==> config.mk <==
export PLATFORM = sky130hd
export DESIGN_NAME = aggregation_block
export DESIGN_NICKNAME = d
export VERILOG_FILES = /design/src/rtl/aggregation_block.sv
export SDC_FILE = /design/constraint.sdc
export NUM_CORES = 1
export LEC_CHECK = 0
export CAP_MARGIN = 0
export CORE_AREA = 10 10 311 313
export CTS_CLUSTER_DIAMETER = 50
export DETAILED_ROUTE_END_ITERATION = 10
export DIE_AREA = 0 0 321 323
export SETUP_SLACK_MARGIN = 0.2
export SYNTH_ARGS = -nofsm -noshare
export SYNTH_HDL_FRONTEND = slang
export SYNTH_SLANG_ARGS = --single-unit
export TNS_END_PERCENT = 100
==> constraint.sdc <==
create_clock -name clk -period 2.93 [get_ports clk]
set_clock_uncertainty 0.1 [all_clocks]
set_input_delay 0.586 -clock clk [delete_from_list [all_inputs] [get_ports clk]]
set_output_delay 0.586 -clock clk [all_outputs]
set_load 0.005 [all_outputs]
==> src/rtl/aggregation_block.sv <==
// -----------------------------------------------------------------------------
// aggregation_block
//
// Purpose:
//   Graph aggregation stage. After the transformation stage has produced the
//   FM*WM product (one row per graph node), this block sums product rows into
//   a bank of FEATURE_ROWS x WEIGHT_COLS accumulators, following a COO edge
//   list: for every edge (src -> dst) the product row of src is added into the
//   accumulator row of dst. With the self-loop phase enabled every node also
//   receives its own product row first (A + I aggregation).
//
// Configuration macro:
//   AGG_SELF_LOOP_EN  defined   -> SELF phase present, latency 2 + FEATURE_ROWS + 2*edges
//                     undefined -> no SELF phase, latency 2 + 2*edges
//
// Ports:
//   clk              in   single clock, rising edge
//   reset            in   asynchronous active-low reset
//   start            in   one-cycle start pulse (accepted only in IDLE)
//   num_edges[4:0]   in   edge count, sampled on an accepted start, clamped to MAX_EDGES
//   coo_read_en      out  COO memory read strobe
//   coo_read_address out  edge index being fetched
//   coo_in[5:0]      in   {src[5:3], dst[2:0]}, valid the cycle after coo_read_en
//   read_row[2:0]    out  row select into the FM*WM product memory
//   fm_wm_row_in     in   product row (WEIGHT_COLS x DOT_PROD_WIDTH), combinational on read_row
//   out_row_sel[2:0] in   external accumulator row select
//   agg_row_out      out  accumulator row at out_row_sel (WEIGHT_COLS x AGG_WIDTH), combinational
//   busy             out  high whenever the FSM is not in IDLE
//   done             out  one-cycle completion pulse
//   err_bad_edge     out  sticky: an edge referenced a node index >= FEATURE_ROWS
//   state_dbg[2:0]   out  current FSM state, for observation only
//
// Handshake: start is a single-cycle request with no ready; it is taken only
// when busy is low and silently dropped otherwise. done is a single-cycle
// completion pulse; agg_row_out is final from the done cycle until the next
// accepted start. Column c of any packed row lives at [c*WIDTH +: WIDTH].
// -----------------------------------------------------------------------------
module aggregation_block #(
    parameter int FEATURE_ROWS   = 6,
    parameter int WEIGHT_COLS    = 3,
    parameter int DOT_PROD_WIDTH = 16,
    parameter int MAX_EDGES      = 16,
    parameter int AGG_WIDTH      = 21
) (
    input  logic                                  clk,
    input  logic                                  reset,
    input  logic                                  start,
    input  logic [4:0]                            num_edges,
    output logic                                  coo_read_en,
    output logic [3:0]                            coo_read_address,
    input  logic [5:0]                            coo_in,
    output logic [2:0]                            read_row,
    input  logic [DOT_PROD_WIDTH*WEIGHT_COLS-1:0] fm_wm_row_in,
    input  logic [2:0]                            out_row_sel,
    output logic [AGG_WIDTH*WEIGHT_COLS-1:0]      agg_row_out,
    output logic                                  busy,
    output logic                                  done,
    output logic                                  err_bad_edge,
    output logic [2:0]                            state_dbg
);

    // FSM encoding
    localparam logic [2:0] S_IDLE     = 3'd0;
    localparam logic [2:0] S_CLEAR    = 3'd1;
`ifdef AGG_SELF_LOOP_EN
    localparam logic [2:0] S_SELF     = 3'd2;
`endif
    localparam logic [2:0] S_EDGE_REQ = 3'd3;
    localparam logic [2:0] S_EDGE_ACC = 3'd4;
    localparam logic [2:0] S_DONE     = 3'd5;

    localparam logic [3:0] ROWS_L   = 4'(FEATURE_ROWS);
    localparam logic [4:0] MAX_E    = 5'(MAX_EDGES);
`ifdef AGG_SELF_LOOP_EN
    localparam logic [2:0] LAST_ROW = 3'(FEATURE_ROWS - 1);
`endif

    logic [2:0]           state;
    logic [4:0]           edge_count;   // clamped edge count for this run
    logic [4:0]           edge_idx;     // next edge to fetch / edge being accumulated
    logic                 err_q;
`ifdef AGG_SELF_LOOP_EN
    logic [2:0]           row_cnt;      // SELF phase row pointer
`endif
    logic [AGG_WIDTH-1:0] acc [FEATURE_ROWS][WEIGHT_COLS];

    // Product row split into columns and zero-extended to accumulator width.
    logic [AGG_WIDTH-1:0] prod_ext [WEIGHT_COLS];

    always_comb begin
        for (int c = 0; c < WEIGHT_COLS; c++) begin
            prod_ext[c] = AGG_WIDTH'(fm_wm_row_in[c*DOT_PROD_WIDTH +: DOT_PROD_WIDTH]);
        end
    end

    // Edge decode: coo_in carries the edge requested in the previous cycle.
    logic [2:0] edge_src;
    logic [2:0] edge_dst;
    logic       edge_ok;
    logic [4:0] edge_next;
    logic [4:0] edges_clamped;

    assign edge_src      = coo_in[5:3];
    assign edge_dst      = coo_in[2:0];
    assign edge_ok       = ({1'b0, edge_src} < ROWS_L) && ({1'b0, edge_dst} < ROWS_L);
    assign edge_next     = edge_idx + 5'd1;
    assign edges_clamped = (num_edges > MAX_E) ? MAX_E : num_edges;

    // Main sequential block: FSM, counters, accumulators.
    always_ff @(posedge clk or negedge reset) begin
        if (!reset) begin
            state      <= S_IDLE;
            edge_count <= '0;
            edge_idx   <= '0;
            err_q      <= 1'b0;
`ifdef AGG_SELF_LOOP_EN
            row_cnt    <= '0;
`endif
            for (int r = 0; r < FEATURE_ROWS; r++) begin
                for (int c = 0; c < WEIGHT_COLS; c++) begin
                    acc[r][c] <= '0;
                end
            end
        end else begin
            case (state)
                S_IDLE: begin
                    if (start) begin
                        state      <= S_CLEAR;
                        edge_count <= edges_clamped;
                        err_q      <= 1'b0;
                    end
                end

                S_CLEAR: begin
                    for (int r = 0; r < FEATURE_ROWS; r++) begin
                        for (int c = 0; c < WEIGHT_COLS; c++) begin
                            acc[r][c] <= '0;
                        end
                    end
                    edge_idx <= '0;
`ifdef AGG_SELF_LOOP_EN
                    row_cnt  <= '0;
                    state    <= S_SELF;
`else
                    state    <= (edge_count != 5'd0) ? S_EDGE_REQ : S_DONE;
`endif
                end

`ifdef AGG_SELF_LOOP_EN
                S_SELF: begin
                    // Identity term: each node adds its own product row once.
                    for (int c = 0; c < WEIGHT_COLS; c++) begin
                        acc[row_cnt][c] <= acc[row_cnt][c] + prod_ext[c];
                    end
                    if (row_cnt == LAST_ROW) begin
                        row_cnt <= '0;
                        state   <= (edge_count != 5'd0) ? S_EDGE_REQ : S_DONE;
                    end else begin
                        row_cnt <= row_cnt + 3'd1;
                    end
                end
`endif

                S_EDGE_REQ: begin
                    state <= S_EDGE_ACC;
                end

                S_EDGE_ACC: begin
                    // A malformed edge is skipped but still consumes its slot,
                    // so the run length depends only on the edge count.
                    if (edge_ok) begin
                        for (int c = 0; c < WEIGHT_COLS; c++) begin
                            acc[edge_dst][c] <= acc[edge_dst][c] + prod_ext[c];
                        end
                    end else begin
                        err_q <= 1'b1;
                    end
                    edge_idx <= edge_next;
                    state    <= (edge_next < edge_count) ? S_EDGE_REQ : S_DONE;
                end

                S_DONE: begin
                    state <= S_IDLE;
                end

                default: begin
                    state <= S_IDLE;
                end
            endcase
        end
    end

    // Decoded outputs
    assign busy             = (state != S_IDLE);
    assign done             = (state == S_DONE);
    assign coo_read_en      = (state == S_EDGE_REQ);
    assign coo_read_address = edge_idx[3:0];
    assign err_bad_edge     = err_q;
    assign state_dbg        = state;

    // Product memory row select: own row in SELF, edge source in EDGE_ACC,
    // zero everywhere else.
    always_comb begin
        read_row = 3'd0;
        case (state)
`ifdef AGG_SELF_LOOP_EN
            S_SELF:     read_row = row_cnt;
`endif
            S_EDGE_ACC: read_row = edge_src;
            default:    read_row = 3'd0;
        endcase
    end

    // External read port; rows beyond the node count read as zero.
    always_comb begin
        agg_row_out = '0;
        if ({1'b0, out_row_sel} < ROWS_L) begin
            for (int c = 0; c < WEIGHT_COLS; c++) begin
                agg_row_out[c*AGG_WIDTH +: AGG_WIDTH] = acc[out_row_sel][c];
            end
        end
    end

endmodule

==> metrics.md <==
| Metric | Value |
|---|---|
| Status | complete, but fails checks |
| Failing checks | setup timing |
| Fin nets | between 3000 and 4000 |
| Least-Margin Pin Slew | between 400 and 500 ps |
| Crit-path slowest cell | fa_2 |
| Chip height | about 320 microns |
| Cell Chain, Critical Path | buf_12 -> buf_12 -> buf_16 -> nand2b_4 -> nor2_4 -> buf_6 -> a22oi_2 -> nand3_1 -> ha_2 -> inv_2 -> fa_2 -> nor2b_4 -> o31a_1 -> buf_6 -> o21bai_4 -> a211oi_4 -> buf_6 -> nor2_4 -> xnor2_2 -> buf_6 -> o21ai_1 |
| Largest net degree at the start of global routing | 87 |
| GPL Wtd Cong | 0.853 |
| Clk_lat worst skew | 640 ps |
| Hold Crit Class | reg -> reg |
| Max clock buf depth | 3 |
| CP max FO | 6 |
| Power Density | around 520 nW/um^2 |
| Sequential fraction of design power | 32.2% |
| Psw | about 0.006 W |
| Worst r2r src | acc[106] |
| Clock Power Share | between 40% and 50% |
| Initial antenna violation count | 2 |
| First-pass GRT wire length | around 140000 microns |
| Total die area | between 100000 and 150000 sq um |
| Number of synthesized register bits | between 300 and 400 |
| Detailed-route wire length per cell | between 20 and 25 microns |
| Setup crit start | coo_in[1] |
| MaxCap Viol Count | 0 |
| Vias per inst | roughly 5.3 |
| Slew HR | 67.9% |
| Vias in the first global route | 22294 |
| Asr flop ratio synth | 100% |
| Crit. path cell count | 21 |
| Total GRT Usage | 16.9% |
| Finished Layout Cells | about 4200 |
| FF-to-FF path depth | 12 |
| CTS tree | done |
| CP max stage delay | between 300 and 400 ps |
| Synth Area per Inst | 9.62 sq um |
| Final WL | about 93000 microns |
| Tmin final | roughly 3400 ps |
| Worst Hold Slack | 389 ps |
| I/O pins | 142 |
| Cell-internal power | 0.0124 W |
| Die width | about 320 microns |
| Final antenna-violating net count | 0 |
| Worst path buffer plus inverter count | 8 |
| Ranking of synthesized cells by area | dfrtp_1, o21ai_0, nand3_1 |
| Unrepaired setup endpoints after global routing | true |
| Ys flop type | dfrtp_1 |
| Final setup margin | -451 ps |
| Arrival time of the worst setup path | between 3000 and 4000 ps |
| Number of buffers created by CTS | 57 |
| Starting DRT DRC Count | between 1500 and 2000 |
| Dpl cells | approximately 3900 |
| Post-synthesis instance total | 2327 |
| EDFF count, synth | 0 |
| Sw Ratio | approximately 33% |
| Clk root buf | clkbuf_16 |
| Hold Path Stages | 2 |
| GRT Residual Overflow | 0 |
| Fillers | about 8700 |
| Multi-input gate area | 14300 sq um |
| Ys Warns | 0 |
| Starting Density | 24.6% |
| CP startpoint kind | input port |
| Port Buffers | approximately 140 |
| WS Path Type | in -> reg |
| Syn Nets | about 2400 |
| DP HPWL | 61100 microns |
| Row cnt | 111 |
| Fin. max-slew vios | 0 |
| Tcrit/Tclk final | 115% |
| CP top delay family | buffers and inverters |
| Share of the synthesized area in the top cell type | between 40 and 50% |
| Synth Cell Area | between 20000 and 25000 sq um |
| Hold Startpoint | err_bad_edge |
| Max frequency | 296 MHz |
| Syn-to-layout area delta | 58.6% |
| Req. time, crit path | 3330 ps |
| DRT Pass-1 Iters | 5 |
| Core region area | between 90000 and 100000 sq um |
| Setup crit end kind | flip-flop |
| Final hold violation count | 0 |
| Vias | between 20000 and 25000 |
| CTS H-tree lvls | 2 |
| Clock slew at reported path FFs | around 60 ps |
| DRC | 0 |
| Top cell by count, worst path | buf_6 |
| Layout cell share with drive strength beyond 1 | 43.3% |
| Leak Pwr | between 15 and 20 nW |
| Cell accounting for the most synthesized area | dfrtp_1 |
| Logic gate share of total power | 27.4% |
| Setup violators final | 255 |
| Clk sinks | about 390 |
| Sequential-to-total area share from yosys stat | 43.8% |
| Seq. cell area | 9820 sq um |
| Worst vdd ir | around 0.00044 V |
| Count of cell types in the netlist | 74 |
area by class of cell:
cell class	instances	area share, %
diodes	1	0.00705
clock buffers	69	4.31
clock inverters	37	1.45
inverters	91	0.966
multi-input cells	1645	40.2
flip-flops and latches	392	27.7
well taps	1186	4.18
repair buffers	750	21.2
cells in the mapped netlist, drive strengths merged (5+ instances only):
| master | instances |
|---|---|
| mux4 | 65 |
| a221oi | 7 |
| xnor2 | 28 |
| or2 | 5 |
| a22o | 52 |
| a31oi | 6 |
| dfrtp | 392 |
| o21bai | 6 |
| inv | 90 |
| and3 | 23 |
| a21o | 24 |
| a221o | 6 |
| ha | 53 |
| o22ai | 71 |
| clkbuf | 135 |
| nor3 | 19 |
| nand3 | 336 |
| nand2b | 20 |
| nand2 | 119 |
| nand4 | 5 |
| a211oi | 10 |
| mux2 | 17 |
| o21ai | 358 |
| xor2 | 25 |
| o211ai | 7 |
| a22oi | 134 |
| buf | 64 |
| mux2i | 86 |
| a21oi | 46 |
| nor2b | 9 |
| nor2 | 47 |
power groups by stage:
stage	Combinational, W	Sequential (W)	Clock [W]
floorplan	0.00214	0.00595	0
global placement	0.00427	0.00603	0
detailed placement	0.00429	0.00604	0
CTS	0.00476	0.00593	0.00755
global route	0.00535	0.00598	0.00778
finish	0.00505	0.00595	0.00745
cells in the final DEF (no fill, tap or decap), types with 36 or more instances in the layout:
master / synthesis / final
a22o_1: 52 / 52
a22oi_1: 134 / 91
a22oi_2: 0 / 43
buf_12: 0 / 75
buf_4: 6 / 401
buf_6: 1 / 115
clkbuf_16: 0 / 61
clkdlybuf4s50_1: 0 / 68
dfrtp_1: 392 / 389
ha_4: 0 / 36
inv_1: 90 / 69
mux2i_1: 86 / 86
mux4_2: 65 / 65
nand2_1: 119 / 100
nand3_1: 336 / 314
nor2_1: 47 / 38
o21ai_0: 345 / 127
o21ai_1: 13 / 104
o21ai_2: 0 / 124
timing repair:
item	CTS	global route
endpoints found under the hold margin	44	0
cloned	9	3
gates resized for setup	480	403
setup buffers	116	64
endpoints found under the setup margin	396	343
pin swaps	161	210
hold buffers	1	0
flip-flops by register name, indices dropped and copies added, names as in the netlist:
name          count
acc             378
edge_idx          5
state_dbg         3
err_bad_edge      1
edge_count        5
logic make-up after synthesis:
kind of cell | count (synthesis) | share of synthesized area, %
adder cells (fa/ha/maj) | 56 | 3.23
AO/OA/AOI/OAI | 760 | 21.1
flip-flops | 392 | 43.8
multiplexers | 168 | 11.3
XOR/XNOR | 53 | 2.07
AND/OR/NAND/NOR | 608 | 13.4
buffers and inverters | 290 | 5.05
tightest hold or removal path, stage by stage (launching register included):
cell	delay, ps
dfrtp_1	340
nand2_1	50
o21ai_0	60
worst paths after layout:
check / slack (ps) / endpoint
worst max-delay path: -450 / acc[184]
worst min-delay path: 390 / err_bad_edge
worst max register to register: -410 / acc[182]
worst min register to register: 390 / err_bad_edge
max in group asynchronous: 1460 / acc[72]
min in group asynchronous: 440 / edge_idx[0]
per-layer routing:
layer / share of wire (%) / global-route usage [%]
met1: 41 / 22.3
met2: 48 / 27.7
met3: 7.9 / 3.22
met4: 3.4 / 5.51
met5: 0.014 / 0
per-stage QoR:
step | worst slack, ps | TNS [ps] | area (sq um) | util (%) | total power (W)
3_5_place_dp | -1600 | -393060 | 29100 | 32.0 | 0.0103
5_1_grt | -531 | -83860 | 35500 | 39.1 | 0.0191
4_1_cts | -318 | -31750 | 33800 | 37.2 | 0.0182
6_report | -451 | -63440 | 35500 | 39.1 | 0.0184
2_1_floorplan | -790 | -119800 | 23200 | - | 0.00808
3_3_place_gp | -1540 | -386030 | 29100 | 32.0 | 0.0103
Power figures use the tool's default switching activity.
